$ cat config.mk
export PLATFORM = sky130hd
export DESIGN_NAME = pc_unit
export DESIGN_NICKNAME = d
export VERILOG_FILES = /design/src/rtl/pc_unit.sv
export SDC_FILE = /design/constraint.sdc
export NUM_CORES = 2
export LEC_CHECK = 0
export BUFFER_PORTS_ARGS = -buffer_cell sky130_fd_sc_hd__buf_4
export CORE_ASPECT_RATIO = 1.4
export CORE_MARGIN = 2
export CORE_UTILIZATION = 30
export CTS_BUF_LIST = sky130_fd_sc_hd__clkbuf_8
export CTS_CLUSTER_SIZE = 20
export DETAILED_ROUTE_END_ITERATION = 16
export SETUP_SLACK_MARGIN = 0.05
export SLEW_MARGIN = 20
export SYNTH_ARGS = -nofsm -noshare
export SYNTH_HDL_FRONTEND = slang
export SYNTH_SLANG_ARGS = --single-unit
$ cat constraint.sdc
create_clock -name clk -period 7.6 [get_ports clk]
set_input_delay 0.38 -clock clk [delete_from_list [all_inputs] [get_ports clk]]
set_output_delay 0.38 -clock clk [all_outputs]
set_load 0.02 [all_outputs]
$ cat src/rtl/pc_unit.sv
// -----------------------------------------------------------------------------
// pc_unit: fetch program counter with a direct-mapped branch target buffer.
//
// Holds the fetch pc, predicts the next pc from a BTB indexed by the current
// pc, resolves control-flow outcomes from execute, and redirects fetch on
// traps, misaligned taken targets and mispredictions.
//
// Ports
//   clk             in   sole clock, all state changes on the rising edge
//   rst_n           in   synchronous active-low reset
//   stall           in   hold the fetch pc
//   ex_valid        in   execute resolves a control-flow instruction this cycle
//   ex_pc           in   pc of the resolving instruction
//   ex_is_jalr      in   resolving instruction is JALR
//   ex_is_br        in   resolving instruction is a conditional branch or JAL
//   ex_taken        in   actual outcome (JAL/JALR drive 1)
//   ex_rs1, ex_imm  in   rs1 value and sign-extended immediate
//   ex_pred_taken   in   prediction carried with the instruction
//   ex_pred_target  in   predicted target carried with the instruction
//   trap_valid      in   trap redirect request
//   trap_vector     in   trap redirect target
//   pc              out  current fetch pc (registered)
//   npc             out  next fetch pc (combinational)
//   pred_taken      out  BTB predicts taken for pc (combinational)
//   pred_target     out  BTB predicted target for pc (combinational)
//   flush           out  squash younger instructions (combinational)
//   misalign        out  taken target not 4-byte aligned (combinational)
// -----------------------------------------------------------------------------
module pc_unit #(
  parameter int              XLEN         = 32,
  parameter logic [XLEN-1:0] RESET_VECTOR = '0,
  parameter int              BTB_ENTRIES  = 16
) (
  input  logic            clk,
  input  logic            rst_n,
  input  logic            stall,
  input  logic            ex_valid,
  input  logic [XLEN-1:0] ex_pc,
  input  logic            ex_is_jalr,
  input  logic            ex_is_br,
  input  logic            ex_taken,
  input  logic [XLEN-1:0] ex_rs1,
  input  logic [XLEN-1:0] ex_imm,
  input  logic            ex_pred_taken,
  input  logic [XLEN-1:0] ex_pred_target,
  input  logic            trap_valid,
  input  logic [XLEN-1:0] trap_vector,
  output logic [XLEN-1:0] pc,
  output logic [XLEN-1:0] npc,
  output logic            pred_taken,
  output logic [XLEN-1:0] pred_target,
  output logic            flush,
  output logic            misalign
);

  localparam int IDX_W = $clog2(BTB_ENTRIES);
  localparam int TAG_W = XLEN - IDX_W - 2;

  // ---------------------------------------------------------------------------
  // State
  // ---------------------------------------------------------------------------
  logic [XLEN-1:0]        r_pc;
  logic [BTB_ENTRIES-1:0] r_btb_valid;
  logic [TAG_W-1:0]       r_btb_tag    [BTB_ENTRIES];
  logic [XLEN-1:0]        r_btb_target [BTB_ENTRIES];
  logic [1:0]             r_btb_ctr    [BTB_ENTRIES];

  assign pc = r_pc;

  // ---------------------------------------------------------------------------
  // Fetch-side lookup. The arrays are read combinationally from registers, so
  // a lookup always sees the contents from before any same-cycle update.
  // ---------------------------------------------------------------------------
  logic [IDX_W-1:0] w_fetch_idx;
  logic [TAG_W-1:0] w_fetch_tag;
  logic             w_fetch_hit;
  logic [XLEN-1:0]  w_pc_plus4;

  assign w_fetch_idx = r_pc[IDX_W+1:2];
  assign w_fetch_tag = r_pc[XLEN-1:IDX_W+2];
  assign w_fetch_hit = r_btb_valid[w_fetch_idx] &&
                       (r_btb_tag[w_fetch_idx] == w_fetch_tag);
  assign w_pc_plus4  = r_pc + XLEN'(4);

  // Counter values 2 and 3 both have the upper bit set.
  assign pred_taken  = w_fetch_hit && r_btb_ctr[w_fetch_idx][1];
  assign pred_target = w_fetch_hit ? r_btb_target[w_fetch_idx] : w_pc_plus4;

  // ---------------------------------------------------------------------------
  // Execute-side resolution
  // ---------------------------------------------------------------------------
  logic [XLEN-1:0] w_jalr_sum;
  logic [XLEN-1:0] w_ex_target;
  logic            w_misalign;
  logic            w_mispredict_raw;
  logic            w_mispredict;

  assign w_jalr_sum = ex_rs1 + ex_imm;

  always_comb begin
    w_ex_target = ex_pc + XLEN'(4);
    if (ex_is_jalr) begin
      w_ex_target = {w_jalr_sum[XLEN-1:1], 1'b0};
    end else if (ex_taken) begin
      w_ex_target = ex_pc + ex_imm;
    end
  end

  assign w_misalign       = ex_valid && ex_taken && (w_ex_target[1:0] != 2'b00);
  assign w_mispredict_raw = ex_valid &&
                            ((ex_taken != ex_pred_taken) ||
                             (ex_taken && (w_ex_target != ex_pred_target)));
  // A misaligned target is reported as misalign only, never as a mispredict.
  assign w_mispredict     = w_mispredict_raw && !w_misalign;

  assign misalign = w_misalign;
  assign flush    = trap_valid || w_misalign || w_mispredict;

  // ---------------------------------------------------------------------------
  // Next pc selection. Redirects beat stall; stall beats prediction. While in
  // reset the output shows the reset vector so no input leaks through.
  // ---------------------------------------------------------------------------
  always_comb begin
    npc = w_pc_plus4;
    if (!rst_n) begin
      npc = RESET_VECTOR;
    end else if (trap_valid) begin
      npc = trap_vector;
    end else if (w_misalign) begin
      npc = ex_pc;
    end else if (w_mispredict) begin
      npc = w_ex_target;
    end else if (stall) begin
      npc = r_pc;
    end else if (pred_taken) begin
      npc = pred_target;
    end
  end

  always_ff @(posedge clk) begin
    if (!rst_n) begin
      r_pc <= RESET_VECTOR;
    end else begin
      r_pc <= npc;
    end
  end

  // ---------------------------------------------------------------------------
  // BTB training. Runs regardless of stall and trap; suppressed for
  // misaligned targets and while in reset.
  // ---------------------------------------------------------------------------
  logic [IDX_W-1:0] w_upd_idx;
  logic [TAG_W-1:0] w_upd_tag;
  logic             w_upd_en;
  logic             w_upd_hit;
  logic             w_alloc;
  logic             w_train;
  logic [1:0]       w_ctr_old;
  logic [1:0]       w_ctr_next;

  assign w_upd_idx = ex_pc[IDX_W+1:2];
  assign w_upd_tag = ex_pc[XLEN-1:IDX_W+2];
  assign w_upd_en  = rst_n && ex_valid && (ex_is_br || ex_is_jalr) && !w_misalign;
  assign w_upd_hit = r_btb_valid[w_upd_idx] && (r_btb_tag[w_upd_idx] == w_upd_tag);
  assign w_alloc   = w_upd_en && !w_upd_hit && ex_taken;
  assign w_train   = w_upd_en && w_upd_hit;
  assign w_ctr_old = r_btb_ctr[w_upd_idx];

  // Saturating two-bit counter step.
  always_comb begin
    w_ctr_next = w_ctr_old;
    if (ex_taken) begin
      if (w_ctr_old != 2'd3) w_ctr_next = w_ctr_old + 2'd1;
    end else begin
      if (w_ctr_old != 2'd0) w_ctr_next = w_ctr_old - 2'd1;
    end
  end

  always_ff @(posedge clk) begin
    if (!rst_n) begin
      r_btb_valid <= '0;
    end else if (w_alloc) begin
      r_btb_valid[w_upd_idx] <= 1'b1;
    end
  end

  // Payload needs no reset: it is only observed behind a valid bit.
  always_ff @(posedge clk) begin
    if (w_alloc) begin
      r_btb_tag[w_upd_idx]    <= w_upd_tag;
      r_btb_target[w_upd_idx] <= w_ex_target;
      r_btb_ctr[w_upd_idx]    <= 2'd2;
    end else if (w_train) begin
      r_btb_ctr[w_upd_idx] <= w_ctr_next;
      if (ex_taken) begin
        r_btb_target[w_upd_idx] <= w_ex_target;
      end
    end
  end

endmodule

Yosys cells after proc, flatten, opt, wreduce, memory -nomap -nowiden --
Memory sizes are Yosys's and may differ from the RTL's. A register that Yosys moved wholly into a read port is not among the register bits. Cells that the tools add are included.
Storage, ports and cells: memory bits (read-only) 0, logic and storage cells 77, bits in latches 0, bits of input ports 169, bits in registers 48, memories 3, output and inout bits 99, RAM bits 960
Operators by class: mux-type cells 32, order comparisons 3, equal/unequal tests 5, $add $sub $neg 6, multipliers 0, bitwise gates (word level) 3, shifts and indexed selects 0, reduce and logical (&&, ||, !) cells 23, div/mod/pow operators 0
Memory list:
- r_btb_target | depth 16, bits a word 32, rd ports 1, clocked after Yosys merged registers in 1, wr ports 1, RTL line 65 | logic [XLEN-1:0] r_btb_target [BTB_ENTRIES];
- r_btb_tag | depth 16, bits a word 26, rd ports 2, clocked after Yosys merged registers in 1, wr ports 1, RTL line 64 | logic [TAG_W-1:0] r_btb_tag [BTB_ENTRIES];
- r_btb_ctr | depth 16, bits a word 2, rd ports 2, clocked after Yosys merged registers in 1, wr ports 1, RTL line 66 | logic [1:0] r_btb_ctr [BTB_ENTRIES];
Operators with widths (number):
- two-way mux 32 bit | 10
- adder 32 x 3 -> 32 bit (second input constant) | 2
- adder 32 bit | 2
- equality test 26 bit | 2
- != test 32 bit | 1
- bitwise OR 16 bit | 1
- logical AND 1 bit | 15
- two-way mux 1 bit | 12
- two-way mux 4 bit | 3
- < comparator 4 x 5 -> 1 bit (second input constant) | 2
- binary-select mux 1 bit (select 4 bit) | 2
- two-way mux 2 bit | 4
- demux 1 bit (select 4 bit) | 1
- greater-or-equal comparator 4 x 1 -> 1 bit (second input constant) | 1
- logical OR 1 bit | 4
- nonzero test 2 bit | 2
- adder 2 x 1 -> 2 bit (second input constant) | 1
- logical NOT 1 bit | 2
- != test 2 bit (second input constant) | 1
- bitwise OR 1 bit | 2
- subtractor 2 x 1 -> 2 bit (second input constant) | 1
- != test 1 bit | 1

Longest topological paths before layout --
word-level depth 13, depth in mapped cells 19, gate-level depth less buffers 15

Least setup slack after synthesis --
OpenSTA, ideal clock, no wires.
path kind in2out, from input ex_pc[2], to output npc[25], setup slack 1.358 ns, stages on the path 18, arrival time 5.862 ns, path buffers 7, cells stage by stage buf_1 > buf_2 > clkbuf_1 > buf_1 > clkbuf_1 > inv_1 > ha_1 > nor2b_1 > a2111oi_0 > a2111o_1 > nor4_1 > o2111ai_1 > or4b_4 > or4_4 > buf_6 > buf_6 > and4b_1 > nor3_1
On the way: word-level cells in the longest chain between the ends 12, elaborated cells on any way between the ends 13
RTL lines:
- from (decl) | RTL line 38 | input logic [XLEN-1:0] ex_pc,
- adder 32 x 3 -> 32 bit / adder 32 bit (equally long branches) | RTL line 101, 105
- two-way mux 32 bit (*) | RTL line 104 | end else if (ex_taken) begin
- two-way mux 32 bit (*) | RTL line 102 | if (ex_is_jalr) begin
- != test 32 bit | RTL line 112 | (ex_taken && (w_ex_target != ex_pred_target)));
- logical AND 1 bit | RTL line 112
- logical OR 1 bit | RTL line 111 | ((ex_taken != ex_pred_taken) ||
- logical AND 1 bit | RTL line 110 | assign w_mispredict_raw = ex_valid &&
- logical AND 1 bit | RTL line 114 | assign w_mispredict = w_mispredict_raw && !w_misalign;
- two-way mux 32 bit (*) | RTL line 131 | end else if (w_mispredict) begin
- two-way mux 32 bit (*) | RTL line 129 | end else if (w_misalign) begin
- two-way mux 32 bit (*) | RTL line 127 | end else if (trap_valid) begin
- two-way mux 32 bit (*) | RTL line 125 | if (!rst_n) begin
- to (decl) | RTL line 49 | output logic [XLEN-1:0] npc,
Every way passes the cells marked *; elsewhere a longest branch is shown, timed or not.

Final worst setup path --
from input ex_pc[7], to output npc[26]
On the way: word-level cells in the longest chain between the ends 12, elaborated cells on any way between the ends 13
RTL lines:
- adder 32 x 3 -> 32 bit / adder 32 bit (equally long branches) | RTL line 101, 105
- two-way mux 32 bit (*) | RTL line 104
- two-way mux 32 bit (*) | RTL line 102
- net w_ex_target[18] | RTL line 93 | logic [XLEN-1:0] w_ex_target;
- != test 32 bit (*) | RTL line 112
- logical AND 1 bit (*) | RTL line 112
- logical OR 1 bit (*) | RTL line 111
- logical AND 1 bit (*) | RTL line 110
- logical AND 1 bit (*) | RTL line 114
- two-way mux 32 bit (*) | RTL line 131
- two-way mux 32 bit (*) | RTL line 129
- two-way mux 32 bit (*) | RTL line 127
- two-way mux 32 bit (*) | RTL line 125
Mark *: on every way through the listed nets, which the timed path passes. The rest lies on a longest branch.

==> flow_summary.yaml <==
sta:
  clock.fmax_mhz: 142
  finalSetupViolCount: 0
  slew_headroom_pct: 15.2
  setup_total_negative_slack_ps: 0
  layout_min_cycle_time_ps: 7040
  setup_ws_ps: 559
  drv_slew: 0
  final.hold.worst_slack_ps: 81.3
  min_period_over_period_pct: 92.6
  rsz0062_at_grt: "no"
  worst_pin_slew_ps: 1270
  finalClockSkew_ps: 48.5
  report.final.hold_viol_count: 0
power_and_ir_drop:
  ir_worst_vdd_mv: 0.148
  total_leakage_power_uw: 0.0193
  p_per_area_nw_per_um2: 223
die:
  chipWidth_um: 351
  rows: 178
  die-area_um2: 172000
  boundaryPins: 268
  die_h_um: 490
  coreArea_um2: 168000
  start_util_pct: 30.2
synthesis:
  synth_cells: 3272
  synth_async_reset_ratio_pct: 0
  synth-edff-count: 960
  synth-warning-count: 0
  yosysTopAreaCellShare_pct: 56.9
  synth.ff_latch_count: 1008
  synth_nets: 3509
  synth_cell_types: 89
  dominantRegCellSynth: "edfxtp_1"
  yosysSeqAreaShare_pct: 58.8
  synth.avg_cell_area_um2: 15.5
  synth.largest_area_cell: "edfxtp_1"
  post_synth_main_area_contributors: "edfxtp_1 (57%), mux4_2 (19%), xnor2_1 (1.9%), dfxtp_1 (1.9%), a21oi_1 (1.8%)"
  synth.cell_area_um2: 50700
clocking:
  clk_root_buffer_cell: "clkbuf_8"
  cts.path.max_buffers: 3
  clock_sink_count: 1008
  clk-insertion-delay-late_ps: 880
  post_cts.repair.setup_buffers: 0
  clk_pin_slew_worst_paths_ps: 70
  cts.repair.resized: 0
  cts_hold_repair.buffers: 45
  tritoncts.num_buffers: 168
  ctsHtreeMaxLevel: 4
  tritoncts: "built"
setup_path:
  timing.reg2reg.worst_path_depth: 15
  critical_path.startpoint_type: "primary input"
  timing.critical_path.required_ps: 7220
  crit_fanout: 36
  arrival_ps: 6660
  worstSetupPathType: "in -> out"
  crit_path_end_kind: "output port"
layout:
  final_cell_mix: "edfxtp_1 (960), mux4_2 (431), buf_4 (376)"
  finalNetCount: 3874
  postLayoutCellArea_um2: 59600
  fraction_of_layout_instances_using_a_drive_strength_above_1_pct: 30.1
  area_growth_syn_to_layout_pct: 17.6
  most_frequent_standard_cell_in_the_layout_excluding_fill_and_tap_cells: "edfxtp_1"
drt:
  finalWirelength_mm: 189
  drt_pre_antenna_iters: 6
  initialDrtViolationCount: 4730
  num_vias: 35000
  detail-route-antenna-nets: 0
  post_drt_wl_per_cell_um: 31.4
  drc: 0
  via_per_inst: 5.81
status:
  run_status: "finished, final reports clean"
global_routing:
  vias_in_the_first_global_route: 34500
  grt_antenna_before_repair: 28
  track_usage_pct: 21.5
  overflow_left_after_global_routing: 0
  grt_start_max_net_pins: 102
  grt_first_pass_wirelength_mm: 260
placement:
  pre_cts_ws_ps: 1270
  place_hpwl_mm: 130
  count_of_input_and_output_buffers: 267
  gp_congestion: 0.942
  placed_cell_area_um2: 55900
hold_path:
  min_path_cells: 5
  hold_class: "in -> reg"
job:
  max_cap_violations: 0
## synthesized netlist by cell type (all sizes together) (8+ instances only)
| master | number |
|---|---|
| mux2i | 43 |
| or3 | 13 |
| a211oi | 15 |
| o211ai | 13 |
| clkbuf | 163 |
| mux4 | 431 |
| mux2 | 27 |
| nor4b | 10 |
| o22ai | 29 |
| edfxtp | 960 |
| and4 | 11 |
| xor2 | 55 |
| a31oi | 23 |
| o21a | 38 |
| ha | 66 |
| o311ai | 36 |
| nand2 | 192 |
| nand4 | 62 |
| xnor2 | 110 |
| and4b | 9 |
| a21o | 12 |
| o21ai | 87 |
| dfxtp | 48 |
| and3 | 15 |
| nor2 | 162 |
| nand3 | 51 |
| buf | 73 |
| or2 | 8 |
| nor3 | 99 |
| nand2b | 42 |
| a21oi | 178 |
| inv | 48 |
| nor4 | 16 |
| o221ai | 9 |
## stage by stage
stage | util, % | power [µW] | instances
after floorplan | - | 7730 | 3272
after global placement | 33.3 | 8740 | 5669
after global routing | 35.5 | 13700 | 6020
after CTS | 35.4 | 13300 | 6017
after detailed placement | 33.3 | 8750 | 5672
final | 35.5 | 13300 | 6026
## critical path, cell delays in order
cell and delay, ps:
dlygate4sd3_1 570, buf_4 370, ha_1 400, a21o_1 230, a31o_2 260, a21oi_1 690
mux2i_1 170, o311ai_0 190, nor2_4 170, inv_1 380, o32ai_1 210, a2111o_1 320
or4b_4 540, or4_4 820, and4b_1 360, nor3_1 310, buf_4 220
## registers in the layout (all words and copies together), names as in the netlist
register	count
r_btb_tag	416
pc	32
r_btb_target	512
r_btb_valid	16
r_btb_ctr	32
## logic make-up after synthesis
kind of cell | Yosys count | synth area share (%)
buffers and inverters | 286 | 2.21
adder cells (fa/ha/maj) | 68 | 1.71
multiplexers | 501 | 20.6
XOR/XNOR | 165 | 2.85
AO/OA/AOI/OAI | 528 | 6.78
AND/OR/NAND/NOR | 716 | 7.06
flip-flops | 1008 | 58.8
## report_power, final
group	internal (µW)	leakage [µW]	switching (µW)
combinational	893	0.00841	1480
clock	2280	0.00180	2320
sequential	6230	0.00909	101
total	9400	0.0193	3900
## area by class of cell
type | count | area [µm²]
fill | 16200 | 108000
sequential | 1008 | 29800
multi-input combinational | 1978 | 20200
timing repair buffer | 431 | 3470
tap | 2250 | 2820
clock buffer | 171 | 2350
clock inverter | 129 | 796
inverter | 50 | 193
antenna | 9 | 22.5
## path summary, 6_finish.rpt
kind / from / slack [ps] / endpoint
worst max-delay path: ex_pc[7] / 560 / npc[26]
worst min-delay path: trap_vector[7] / 80 / pc[7]$_SDFF_PN0_
worst max register to register: pc[2]$_SDFF_PN0_ / 1680 / pc[23]$_SDFF_PN0_
worst min register to register: r_btb_valid[10]$_SDFFE_PN0P_ / 490 / r_btb_valid[10]$_SDFFE_PN0P_
## layer usage
| layer | vias to the layer above | track usage (%) | share of wire, % |
|---|---|---|---|
| met3 | 415 | 7.95 | 14 |
| met4 | 38 | 8.02 | 4.0 |
| met2 | 2372 | 31.7 | 44 |
| met1 | 18000 | 28.7 | 38 |
| met5 | - | 0.907 | 0.22 |
| li1 | 14100 | - | - |
Note: power is estimated with default switching activity, not from simulation.
